### src/rtl/store_commit_buffer_pkg.sv
// Shared definitions for the store commit buffer: widths, access-size codes
// and the layout of one buffered store.
package store_commit_buffer_pkg;

    localparam int unsigned SIZE_DCACHE_ADDR = 32;
    localparam int unsigned SIZE_DATA        = 32;
    localparam int unsigned LDST_TYPES_LOG   = 2;

    localparam logic [LDST_TYPES_LOG-1:0] LDST_BYTE      = 2'b00;
    localparam logic [LDST_TYPES_LOG-1:0] LDST_HALF_WORD = 2'b01;
    localparam logic [LDST_TYPES_LOG-1:0] LDST_WORD      = 2'b10;

    typedef struct packed {
        logic                        valid;
        logic [SIZE_DCACHE_ADDR-1:0] addr;
        logic [SIZE_DATA-1:0]        data;
        logic [LDST_TYPES_LOG-1:0]   size;
    } store_entry_t;

endpackage

### src/rtl/store_commit_buffer_addr_match.sv
// Parallel word-address compare of a load probe against every valid buffered
// store, reduced to a single conflict bit.
import store_commit_buffer_pkg::*;

module scb_addr_match #(
    parameter int unsigned DEPTH  = 8,
    parameter int unsigned ADDR_W = SIZE_DCACHE_ADDR
) (
    input  logic [DEPTH-1:0]  valid,
    input  logic [ADDR_W-1:0] addr [DEPTH],
    input  logic              probe_en,
    input  logic [ADDR_W-1:0] probe_addr,
    output logic              conflict
);

    logic [DEPTH-1:0] hit;

    // Per-entry word match (byte offset bits ignored), then OR reduce.
    always_comb begin
        hit = '0;
        for (int unsigned i = 0; i < DEPTH; i++) begin
            hit[i] = valid[i] && (addr[i][ADDR_W-1:2] == probe_addr[ADDR_W-1:2]);
        end
        conflict = probe_en && (|hit);
    end

endmodule

### src/rtl/store_commit_buffer.sv
// FIFO of retired stores feeding the L1 data cache write port. The oldest
// store is presented combinationally from the head entry; loads that hit a
// buffered word are flagged for replay.
import store_commit_buffer_pkg::*;

module store_commit_buffer #(
    parameter int unsigned DEPTH  = 8,
    parameter int unsigned ADDR_W = SIZE_DCACHE_ADDR,
    parameter int unsigned DATA_W = SIZE_DATA,
    parameter int unsigned SZ_W   = LDST_TYPES_LOG
) (
    input  logic              clk,
    input  logic              reset,
    input  logic              commitEn_i,
    input  logic [ADDR_W-1:0] commitAddr_i,
    input  logic [DATA_W-1:0] commitData_i,
    input  logic [SZ_W-1:0]   commitSize_i,
    output logic              full_o,
    output logic              empty_o,
    output logic              overflow_o,
    output logic              wrEn_o,
    output logic [ADDR_W-1:0] wrAddr_o,
    output logic [DATA_W-1:0] wrData_o,
    output logic [SZ_W-1:0]   stSize_o,
    input  logic              wrHit_i,
    input  logic              ldEn_i,
    input  logic [ADDR_W-1:0] ldAddr_i,
    output logic              ldConflict_o
);

    localparam int unsigned      PTR_W    = $clog2(DEPTH);
    localparam logic [PTR_W:0]   FULL_CNT = (PTR_W+1)'(DEPTH);

    logic [PTR_W-1:0]  head;
    logic [PTR_W-1:0]  tail;
    logic [PTR_W:0]    count;
    logic [DEPTH-1:0]  valid;
    logic              overflow;
    logic [ADDR_W-1:0] addr_q [DEPTH];
    logic [DATA_W-1:0] data_q [DEPTH];
    logic [SZ_W-1:0]   size_q [DEPTH];
    logic              push;
    logic              pop;

    assign full_o     = (count == FULL_CNT);
    assign empty_o    = (count == '0);
    assign overflow_o = overflow;
    assign wrEn_o     = !empty_o;
    assign wrAddr_o   = addr_q[head];
    assign wrData_o   = data_q[head];
    assign stSize_o   = size_q[head];

    // full_o is taken before any pop, so a full buffer refuses a commit even
    // when the head drains in the same cycle.
    assign push = commitEn_i && !full_o;
    assign pop  = wrEn_o && wrHit_i;

    // Pointer, occupancy, valid-bit and sticky overflow bookkeeping.
    always_ff @(posedge clk) begin
        if (reset) begin
            head     <= '0;
            tail     <= '0;
            count    <= '0;
            valid    <= '0;
            overflow <= 1'b0;
        end else begin
            if (push) begin
                tail        <= tail + 1'b1;
                valid[tail] <= 1'b1;
            end
            if (pop) begin
                head        <= head + 1'b1;
                valid[head] <= 1'b0;
            end
            if (push && !pop) begin
                count <= count + 1'b1;
            end else if (pop && !push) begin
                count <= count - 1'b1;
            end
            if (commitEn_i && full_o) begin
                overflow <= 1'b1;
            end
        end
    end

    // Entry payload storage; only the valid bits need reset.
    always_ff @(posedge clk) begin
        if (push) begin
            addr_q[tail] <= commitAddr_i;
            data_q[tail] <= commitData_i;
            size_q[tail] <= commitSize_i;
        end
    end

    scb_addr_match #(
        .DEPTH  (DEPTH),
        .ADDR_W (ADDR_W)
    ) u_addr_match (
        .valid      (valid),
        .addr       (addr_q),
        .probe_en   (ldEn_i),
        .probe_addr (ldAddr_i),
        .conflict   (ldConflict_o)
    );

endmodule

### config.mk
export PLATFORM = sky130hd
export DESIGN_NAME = store_commit_buffer
export DESIGN_NICKNAME = d
export VERILOG_FILES = /design/src/rtl/store_commit_buffer_pkg.sv /design/src/rtl/store_commit_buffer_addr_match.sv /design/src/rtl/store_commit_buffer.sv
export SDC_FILE = /design/constraint.sdc
export NUM_CORES = 1
export LEC_CHECK = 0
export CORE_UTILIZATION = 55
export CTS_BUF_LIST = sky130_fd_sc_hd__clkbuf_8
export DETAILED_ROUTE_END_ITERATION = 8
export GPL_ROUTABILITY_DRIVEN = 0
export PLACE_DENSITY = 0.75
export SLEW_MARGIN = 20
export SYNTH_ARGS = -nofsm -noshare
export SYNTH_HDL_FRONTEND = slang
export SYNTH_SLANG_ARGS = --single-unit
### constraint.sdc
create_clock -name clk -period 9.4 [get_ports clk]
set_input_delay 1.88 -clock clk [delete_from_list [all_inputs] [get_ports clk]]
set_output_delay 1.88 -clock clk [all_outputs]
set_load 0.02 [all_outputs]
==> metrics.md <==
| Metric | Value |
|---|---|
| Most instantiated cells after synthesis | sky130_fd_sc_hd__edfxtp_1, sky130_fd_sc_hd__xnor2_1, sky130_fd_sc_hd__mux4_2 |
| Final hold viol count | 0 |
| Starting utilization of the core area | 56.0% |
| Worst-path fanout max | 8 |
| Slew at the pin closest to its max-slew limit | 1.11 ns |
| Post-Syn Area | 23500 um2 |
| Net count after synthesis | 1334 |
| DRC viols | 0 |
| Number of pins with negative max-slew slack in the final report | 0 |
| Detail-routed via count per cell | 6.05 |
| TritonCTS clock tree | done |
| Die Ht | 209 um |
| Reported max-cap violation count | 0 |
| Number of clock sinks seen by CTS | 550 |
| Antenna diode count | 0 |
| Deepest clock path buffer count | 3 |
| Cell internal power dissipation | 4.80 mW |
| Share of flip-flops with an asynchronous set or reset after synthesis | 0% |
| First element of the critical path | ldAddr_i[13] |
| Antenna violations before repair | 5 |
| Post-synthesis sequential element count | 550 |
| Reported leakage power | 8.41 nW |
| Comb pwr share | 27.6% |
| Final critical path time including I/O delays and setup | 6.85 ns |
| Portion of total power attributed to sequential cells | 44.5% |
| Kind of end point of the critical path | output port |
| Clock slew seen by the registers of the worst setup and hold paths | 0.06 ns |
| Number of standard-cell rows in the floorplan | 75 |
| Peak supply drop | 0.172 mV |
| Post_cts resized | 0 |
| Via count | 12300 |
| Routed wire length on met2 | 27200 um |
| CP arrival | 4.97 ns |
| Fill cell total of the finished layout | 2843 |
| Proportion of synthesized chip area in sequential cells | 69.2% |
| Fin area | 27400 um2 |
| Setup total negative slack | 0 ns |
| Post-CTS Setup Inserts | 0 |
| Num CTS Buffers | 90 |
| Relative slew slack | 26.1% |
| Remaining number of nets flagged by the antenna check after routing | 0 |
| Via count of the first global-routing pass | 13100 |
| Number of buffer cells added on primary ports | 171 |
| Avg Inst Size Synth | 19.2 um2 |
| Num ports | 174 |
| Share of the synthesized area in the top cell type | 67.3% |
| Most instantiated library cell after synthesis | sky130_fd_sc_hd__edfxtp_1 |
| Class of the most critical setup path | input pin to output port |
| Number of synthesized flops with an enable pin | 528 |
| Final number of setup-violating endpoints | 0 |
| Largest net degree at the start of global routing | 69 |
| Biggest area consumer among synthesized cells | sky130_fd_sc_hd__edfxtp_1 |
| Startpoint of the most critical hold path | overflow_o$_SDFFE_PP0P_ |
| Count of hold buffers inserted by post-cts repair | 0 |
| Total routed wirelength | 55200 um |
| Launch instance of the worst register-to-register path | count[0]$_SDFFE_PP0P_ |
| Switching share of power | 28.4% |
| Number of warnings printed during yosys synthesis | 0 |
| Clock network latency to the later pin of the worst-skew pair | 0.65 ns |
| Ratio of total power to cell area | 245 nW/um2 |
| Hold WC Path Type | flip-flop to flip-flop |
| Remaining Overflow, GRT | 0 |
| Psw | 1.90 mW |
| Instance count of the mapped netlist | 1225 |
| WL met3 | 4890 um |
| Total routing usage reported by global routing | 25.8% |
| Dominant synthesized flop cell | sky130_fd_sc_hd__edfxtp_1 |
| WL per Instance | 27.1 um |
| Data required time at the worst endpoint | 7.52 ns |
| Clock root buffer | sky130_fd_sc_hd__clkbuf_8 |
| Fin nets | 1546 |
| Share of the cycle needed by the critical path after routing | 72.8% |
| Overall die width | 209 um |
| Layout overhead on the synthesized area | 16.4% |
| Wire length of the first global-routing pass | 81400 um |
| First-pass iteration count of the detailed router | 5 |
| Upper clock frequency limit | 146 MHz |
| Status | finished, final reports clean |
| RSZ-0062 raised after global routing | no |
| Share of power burned in the clock network | 27.9% |
| Layout cells sized above 1 | 23.3% |
| Cell types occupying the most area after synthesis | sky130_fd_sc_hd__edfxtp_1, sky130_fd_sc_hd__mux4_2, sky130_fd_sc_hd__xnor2_1 |
| Distinct cells, synth | 37 |
| Number of levels in the clock H-tree | 3 |
| Element type at the critical path start | input pin |
| DRC violation total after the first TritonRoute iteration | 943 |
| Met1 Routed Length | 21400 um |
| Placeable core region | 42000 um2 |
| Die footprint | 43600 um2 |
| Setup Skew | 0.0342 ns |
| Total placed instance area | 25800 um2 |
| Uppermost metal layer occupied by signal nets | met5 |
| Post-detail-place hpwl | 34900 um |
==> worst max-delay path: stages <==
cell,delay (ns)
sky130_fd_sc_hd__clkdlybuf4s50_1,0.64
sky130_fd_sc_hd__xnor2_1,0.41
sky130_fd_sc_hd__nand4_1,0.30
sky130_fd_sc_hd__nor4_1,0.48
sky130_fd_sc_hd__a22oi_1,0.17
sky130_fd_sc_hd__a41oi_1,0.39
sky130_fd_sc_hd__clkdlybuf4s50_1,0.68
==> state kept, by name (all words and copies together) (netlist names), named ones only <==
name,cells
overflow_o,1
tail,3
valid,8
head,3
data_q,256
addr_q,256
count,4
size_q,16
==> layout make-up <==
type	instances	area [um2]	share of cell area (%)
Sequential cell	550	16300	59.5
Multi-Input combinational cell	599	6900	25.2
Timing Repair Buffer	192	1890	6.89
Clock buffer	97	1340	4.87
Tap cell	539	674	2.46
Clock inverter	59	282	1.03
Inverter	4	15.0	0.0548
==> stage by stage <==
stage / hold slack, ns / utilization, % / worst slack [ns] / cells / power, mW
finish: 0.472 / 65.2 / 2.55 / 2040 / 6.70
CTS: 0.474 / 65.1 / 2.70 / 2039 / 6.76
floorplan: 0.440 / - / 0.447 / 1225 / 4.25
global placement: 0.452 / 61.3 / 2.69 / 1883 / 4.86
global route: 0.501 / 65.2 / 2.54 / 2040 / 6.97
detailed placement: 0.461 / 61.3 / 2.71 / 1883 / 4.88
==> power groups by stage <==
stage               Clock (mW)  Combinational [mW]  Sequential, mW
finish                    1.87                1.85            2.98
CTS                       1.91                1.86            2.99
detailed placement           0                1.85            3.04
global route              2.01                1.96            3.00
global placement             0                1.84            3.03
floorplan                    0                1.28            2.98
==> cells by family after synthesis <==
kind of cell             Yosys count  synth area share (%)
XOR/XNOR                         247                  9.19
adder cells (fa/ha/maj)            6                 0.351
multiplexers                     199                  15.8
flip-flops                       550                  69.2
buffers and inverters             76                  1.70
AO/OA/AOI/OAI                     28                 0.760
AND/OR/NAND/NOR                  119                  2.97
==> final timing paths <==
path | cells after the start | end | slack [ns]
worst max register to register | 4 | addr_q[157]$_DFFE_PP_ | 6.31
worst max-delay path | 7 | ldConflict_o | 2.55
worst min-delay path | 2 | overflow_o$_SDFFE_PP0P_ | 0.47
worst min register to register | 2 | overflow_o$_SDFFE_PP0P_ | 0.47
==> placed cells by master (no fill, tap or decap), drive strengths merged, types with 5 or more instances in the layout <==
cell / n
nor4: 17
nand4: 56
inv: 40
nor2: 16
ha: 5
edfxtp: 528
clkinv: 21
mux2: 66
clkbuf: 97
a21oi: 11
nand3: 10
clkdlybuf4s50: 171
mux4: 132
buf: 21
o21a: 7
xnor2: 243
nand2: 7
dfxtp: 22
==> routing by layer <==
metal | track usage [%] | up-vias
li1 | - | 5318
met1 | 33.0 | 6365
met2 | 42.5 | 521
met3 | 7.51 | 120
met4 | 8.77 | 8
met5 | 0 | -
Note: power is estimated with default switching activity, not from simulation.
